[src/rtl/alu_sched_pkg.sv]
// alu_sched shared types and constants.
// Opcodes, shift codes, FSM state and the latched-op bundle.
package alu_sched_pkg;

  localparam logic [2:0] ADD     = 3'b000;
  localparam logic [2:0] ADC     = 3'b001;
  localparam logic [2:0] SUB     = 3'b010;
  localparam logic [2:0] SBC     = 3'b011;
  localparam logic [2:0] AND     = 3'b100;
  localparam logic [2:0] OR      = 3'b101;
  localparam logic [2:0] XOR     = 3'b110;
  localparam logic [2:0] ILLEGAL = 3'b111;

  localparam logic [1:0] SHL = 2'b00;
  localparam logic [1:0] SAR = 2'b01;
  localparam logic [1:0] ROL = 2'b10;
  localparam logic [1:0] ROR = 2'b11;

  typedef enum logic [1:0] {
    IDLE,
    ISSUE,
    RESP
  } state_e;

  typedef struct packed {
    logic       is_shift;
    logic [2:0] acode;
    logic [1:0] scode;
    logic [7:0] a;
    logic [7:0] b;
  } op_t;

  // Arithmetic ops (ADD..SBC) are the only ones that own the carry.
  function automatic logic carry_op(
    input logic       is_shift,
    input logic [2:0] acode
  );
    return !is_shift && !acode[2];
  endfunction

endpackage

[src/rtl/alu_sched_rr_arb2.sv]
// Two-way round-robin arbiter for alu_sched.
// Pointer moves to the other side when a response completes.
module rr_arb2 (
  input  logic       clk,
  input  logic       rst,
  input  logic [1:0] req,
  input  logic       upd,
  input  logic       upd_id,
  output logic [1:0] gnt
);

  logic ptr_q;

  // Priority pointer: favour the requester not just served.
  always_ff @(posedge clk or posedge rst) begin
    if (rst) begin
      ptr_q <= 1'b0;
    end else if (upd) begin
      ptr_q <= ~upd_id;
    end
  end

  assign gnt[0] = req[0] & (~req[1] | ~ptr_q);
  assign gnt[1] = req[1] & (~req[0] | ptr_q);

endmodule

[src/rtl/alu_sched.sv]
// Two-requester scheduler for the shared 8-bit ALU.
// Round-robin grant, registered operands, per-requester carry.
module alu_sched
  import alu_sched_pkg::*;
#(
  parameter int W = 8
) (
  input  logic         clk,
  input  logic         rst,
  input  logic         req0_valid,
  output logic         req0_ready,
  input  logic         req0_is_shift,
  input  logic [2:0]   req0_acode,
  input  logic [1:0]   req0_scode,
  input  logic [W-1:0] req0_a,
  input  logic [W-1:0] req0_b,
  input  logic         req1_valid,
  output logic         req1_ready,
  input  logic         req1_is_shift,
  input  logic [2:0]   req1_acode,
  input  logic [1:0]   req1_scode,
  input  logic [W-1:0] req1_a,
  input  logic [W-1:0] req1_b,
  output logic         rsp0_valid,
  input  logic         rsp0_ready,
  output logic [W-1:0] rsp0_r,
  output logic         rsp0_zero,
  output logic         rsp0_carry,
  output logic         rsp0_err,
  output logic         rsp1_valid,
  input  logic         rsp1_ready,
  output logic [W-1:0] rsp1_r,
  output logic         rsp1_zero,
  output logic         rsp1_carry,
  output logic         rsp1_err,
  output logic [W-1:0] alu_a,
  output logic [W-1:0] alu_b,
  output logic         alu_carry_in,
  output logic         alu_is_shift,
  output logic [1:0]   alu_scode,
  output logic [2:0]   alu_acode,
  input  logic [W-1:0] alu_r,
  input  logic         alu_zero,
  input  logic         alu_carry_out
);

  state_e       state_q, state_d;
  op_t          op0, op1, op_q;
  logic [1:0]   gnt;
  logic         gid_q;
  logic         carry0_q, carry1_q;
  logic [W-1:0] r_q, r_d;
  logic         zero_q, zero_d;
  logic         cout_q, err_q;
  logic         idle, accept, done;
  logic         cin, ill, upd, new_c;

  assign op0 = '{
    is_shift: req0_is_shift,
    acode:    req0_acode,
    scode:    req0_scode,
    a:        req0_a,
    b:        req0_b
  };
  assign op1 = '{
    is_shift: req1_is_shift,
    acode:    req1_acode,
    scode:    req1_scode,
    a:        req1_a,
    b:        req1_b
  };

  assign idle   = (state_q == IDLE);
  assign accept = idle & (req0_valid | req1_valid);
  assign done   = (state_q == RESP)
                & (gid_q ? rsp1_ready : rsp0_ready);

  rr_arb2 u_arb (
    .clk    (clk),
    .rst    (rst),
    .req    ({req1_valid, req0_valid}),
    .upd    (done),
    .upd_id (gid_q),
    .gnt    (gnt)
  );

  assign req0_ready = idle & gnt[0];
  assign req1_ready = idle & gnt[1];

  assign cin = gid_q ? carry1_q : carry0_q;
  assign ill = !op_q.is_shift && (op_q.acode == ILLEGAL);
  assign upd = carry_op(op_q.is_shift, op_q.acode);

  // Next state: accept, evaluate for one cycle, hold until consumed.
  always_comb begin
    state_d = state_q;
    unique case (state_q)
      IDLE:    if (accept) state_d = ISSUE;
      ISSUE:   state_d = RESP;
      RESP:    if (done) state_d = IDLE;
      default: state_d = IDLE;
    endcase
  end

  // State register.
  always_ff @(posedge clk or posedge rst) begin
    if (rst) state_q <= IDLE;
    else     state_q <= state_d;
  end

  // Latch the granted op and its owner.
  always_ff @(posedge clk or posedge rst) begin
    if (rst) begin
      op_q  <= '0;
      gid_q <= 1'b0;
    end else if (accept) begin
      op_q  <= gnt[1] ? op1 : op0;
      gid_q <= gnt[1];
    end
  end

  // Result decode: illegal ops mask the ALU, arith ops take carry.
  always_comb begin
    r_d    = alu_r;
    zero_d = alu_zero;
    new_c  = cin;
    unique case (1'b1)
      ill: begin
        r_d    = '0;
        zero_d = 1'b1;
      end
      upd:     new_c = alu_carry_out;
      default: ;
    endcase
  end

  // Capture result/flags and update the owner's carry.
  always_ff @(posedge clk or posedge rst) begin
    if (rst) begin
      r_q      <= '0;
      zero_q   <= 1'b0;
      cout_q   <= 1'b0;
      err_q    <= 1'b0;
      carry0_q <= 1'b0;
      carry1_q <= 1'b0;
    end else if (state_q == ISSUE) begin
      r_q    <= r_d;
      zero_q <= zero_d;
      cout_q <= new_c;
      err_q  <= ill;
      if (gid_q) carry1_q <= new_c;
      else       carry0_q <= new_c;
    end
  end

  assign rsp0_valid = (state_q == RESP) & ~gid_q;
  assign rsp1_valid = (state_q == RESP) &  gid_q;
  assign rsp0_r     = r_q;
  assign rsp1_r     = r_q;
  assign rsp0_zero  = zero_q;
  assign rsp1_zero  = zero_q;
  assign rsp0_carry = cout_q;
  assign rsp1_carry = cout_q;
  assign rsp0_err   = err_q;
  assign rsp1_err   = err_q;

  assign alu_a        = op_q.a;
  assign alu_b        = op_q.is_shift
                      ? {{(W-3){1'b0}}, op_q.b[2:0]}
                      : op_q.b;
  assign alu_carry_in = cin;
  assign alu_is_shift = op_q.is_shift;
  assign alu_scode    = op_q.scode;
  assign alu_acode    = op_q.acode;

endmodule

[config.mk]
export PLATFORM = sky130hd
export DESIGN_NAME = alu_sched
export DESIGN_NICKNAME = d
export VERILOG_FILES = /design/src/rtl/alu_sched_pkg.sv /design/src/rtl/alu_sched_rr_arb2.sv /design/src/rtl/alu_sched.sv
export SDC_FILE = /design/constraint.sdc
export NUM_CORES = 1
export LEC_CHECK = 0
export CAP_MARGIN = 20
export CORE_MARGIN = 2
export CORE_UTILIZATION = 40
export CTS_BUF_LIST = sky130_fd_sc_hd__clkbuf_4
export CTS_CLUSTER_SIZE = 24
export DETAILED_ROUTE_END_ITERATION = 16
export PLACE_DENSITY = 0.92
export SLEW_MARGIN = 15
export SYNTH_ARGS = -nofsm -noshare
export SYNTH_HDL_FRONTEND = slang
export SYNTH_SLANG_ARGS = --single-unit
[constraint.sdc]
create_clock -name clk -period 3.4 [get_ports clk]
set_clock_uncertainty 0.2 [all_clocks]
set_input_delay 0.68 -clock clk [delete_from_list [all_inputs] [get_ports clk]]
set_output_delay 0.68 -clock clk [all_outputs]
set_load 0.05 [all_outputs]
==> qor.txt <==
Sw Pwr: 0.00185 W
final cycle utilization of the critical path: 0.842
number of distinct library cells after synthesis: 28
via count of the first global-routing pass: 1,970
initial cell density of the core: 0.416
critical path type: flop to primary output
synthesized instance count: 226
Die X-Extent: 77.1 µm
Post-CTS Hold Buffers: 0
overflow left after global routing: 0
total of max-cap violations: 0
H-tree level count: 2
deepest clock path buffer count: 2
number of enable flip-flop cells after synthesis: 0
leading post-synthesis cells by instance count: dfrtp_1, buf_4, a21oi_1
Post-synth ARST share: 1.00
tightest slew margin relative to the limit: 0.388
CP max FO: 9
fraction of the yosys area taken by sequential cells: 0.456
total DRC errors in the routed layout: 0
maximum clock frequency: 349 MHz
internal power consumption: 0.00164 W
wire length of the first global-routing pass: 9420 µm
top flip-flop cell by instance count after synthesis: dfrtp_1
required time at the endpoint of the critical path: 2.52 ns
number of clock buffers inserted by TritonCTS: 5
Antenna Diode Count: 0
buffer cell driving the clock tree root: clkbuf_4
clock tree from TritonCTS: done
count of vias placed by the detailed router: 1,976
Arr. time, crit path: 1.98 ns
total clock sinks: 39
area share of the largest cell type after synthesis: 0.456
Wirelength per Cell: 15.5 µm
minimum clock period: 2.86 ns
top post-synthesis cells by area: dfrtp_1, buf_4, a21oi_1
DR vias/cell: 5.28
average footprint of a synthesized cell: 9.47 µm²
element type at the critical path start: flop
Worst-path clk slew: 0.12 ns
Peak supply drop: 0.445 mV
post-CTS setup buffer count: 0
number of cells in the design after placement: 366
unrepaired setup endpoints after global routing: false
weighted congestion reported at the end of routability-driven placement: 0.779
library cell contributing the largest single delay on the critical path: clkdlybuf4s50_1
Antenna Nets Post-Route: 0
Flop pwr share: 0.256
total power of the final layout: 0.00349 W
Clock power frac: 0.086
number of antenna violations at the first check in global routing: 0
Slew Viols, Final: 0
part of the total power dissipated in combinational logic: 0.657
global-route usage over all layers: 0.201
growth of design area from synthesis to finish: 47.2%
switching share of total power: 0.530
Post-Route WL: 5810 µm
floorplan core area: 5140 µm²
longest individual stage delay on the worst path: 0.70 ns
post-CTS resize count: 0
status: finished clean
type of the worst min-delay path: flop to flop
internal reg-to-reg setup slack: 1.49 ns
hold violation count in the final report: 0
area leader, netlist: dfrtp_1
Ys Warns: 0
number of placement rows: 26
total I/O pin count: 109
Util after Layout: 0.613
count leader, synth: dfrtp_1
sort of element at the end of the critical path: primary output
worst-skew pair later-pin latency: 0.35 ns
area of the mapped netlist: 2140 µm²
final-stage net count: 363
Final Non-Filler Cells: 374
proportion of layout cells with a drive suffix above 1: 0.0888
detailed router's first-iteration violation count: 57
die height: 77.1 µm
largest net degree at the start of global routing: 28
net count after synthesis: 286
Sum Neg Setup Slack: 0 ns
power density over cell area: 1110 nW/µm²
count of buffers inserted at the top-level ports: 108
slew of the pin with the lowest slew margin: 0.912 ns
iteration count of the initial detailed-routing pass: 4
CP Cell Sequence: mux2_2 -> clkdlybuf4s50_1
number of flip-flops and latches in the synthesized netlist: 39
DP HPWL: 4500 µm
die area: 5950 µm²
setup-violating endpoint count in the final report: 0
LEAKAGE: 1.24 nW
## final timing paths
check,startpoint,end,cells past startpoint
max,gid_q,alu_carry_in,2
min,carry0_q,carry0_q,1
max reg2reg,state_q[1],rsp0_r[4],3
min reg2reg,carry0_q,carry0_q,1
max in group asynchronous,rst,rsp0_carry,3
min in group asynchronous,rst,op_q[5],2
## cells in the final DEF (no fill, tap or decap), types with 2 or more instances in the layout
cell type and count:
mux2_1 2, a21oi_1 25, a31oi_1 17, clkdlybuf4s50_1 106
a22o_1 8, and3_1 2, clkinv_1 2, o21ai_1 2
nand2b_1 3, nor2b_1 7, o21ai_0 24, nand2_1 2
nor2_1 6, clkbuf_4 5, buf_12 2, dfrtp_1 39
nand3_1 23, inv_1 5, buf_4 7, a31oi_2 6
## cells by family (layout without fill, tap and decap cells)
group | count (synthesis) | after routing | share of synthesized area
compound gates | 84 | 84 | 0.248
buf+inv | 52 | 130 | 0.156
simple gates | 47 | 47 | 0.119
flops | 39 | 39 | 0.456
mux | 4 | 4 | 0.0205
## final cells by class
class                      instances  area (µm²)
fill                             463        1990
timing repair buffer             115        1150
sequential                        39         976
multi-input combinational        135         830
tap                               70        87.6
clock inverter                     3        38.8
clock buffer                       5        37.5
inverter                           7        26.3
## metrics by stage
| stage | worst slack, ns | instance area, µm² | hold slack, ns |
|---|---|---|---|
| 2_1_floorplan | 0.737 | 2140 | 0.254 |
| 3_3_place_gp | 0.712 | 3070 | 0.265 |
| 3_5_place_dp | 0.757 | 3070 | 0.281 |
| 4_1_cts | 0.510 | 3150 | 0.305 |
| 5_1_grt | 0.468 | 3150 | 0.318 |
| 6_report | 0.537 | 3150 | 0.298 |
## layer usage
layer	GRT usage	up-vias	routed length, µm
met5	0	-	0
met3	0.0447	7	401
met1	0.230	945	2320
li1	-	940	-
met2	0.356	84	2980
met4	0.0911	0	100
## worst max-delay path, delay by kind of cell, from the launching register on
kind,cells,cell delay (ns)
mux,1,0.39
flops,1,0.54
buf+inv,1,0.70
## power groups by stage
| stage | clock [W] | combinational (W) | sequential, W |
|---|---|---|---|
| 5_1_grt | 0.000325 | 0.00241 | 0.000929 |
| 3_5_place_dp | 0 | 0.00231 | 0.000906 |
| 6_report | 0.000301 | 0.00229 | 0.000895 |
| 4_1_cts | 0.000307 | 0.00231 | 0.000897 |
| 3_3_place_gp | 0 | 0.00226 | 0.000899 |
| 2_1_floorplan | 0 | 0.00158 | 0.00107 |
## flip-flops by register name, summed over array words and instances (netlist names)
signal,count
alu_a,8
op_q,8
rsp0_r,8
alu_acode,3
alu_scode,2
state_q,2
alu_is_shift,1
carry0_q,1
carry1_q,1
gid_q,1
rsp0_carry,1
rsp0_err,1
rsp0_zero,1
u_arb.ptr_q,1
Power figures use the tool's default switching activity.
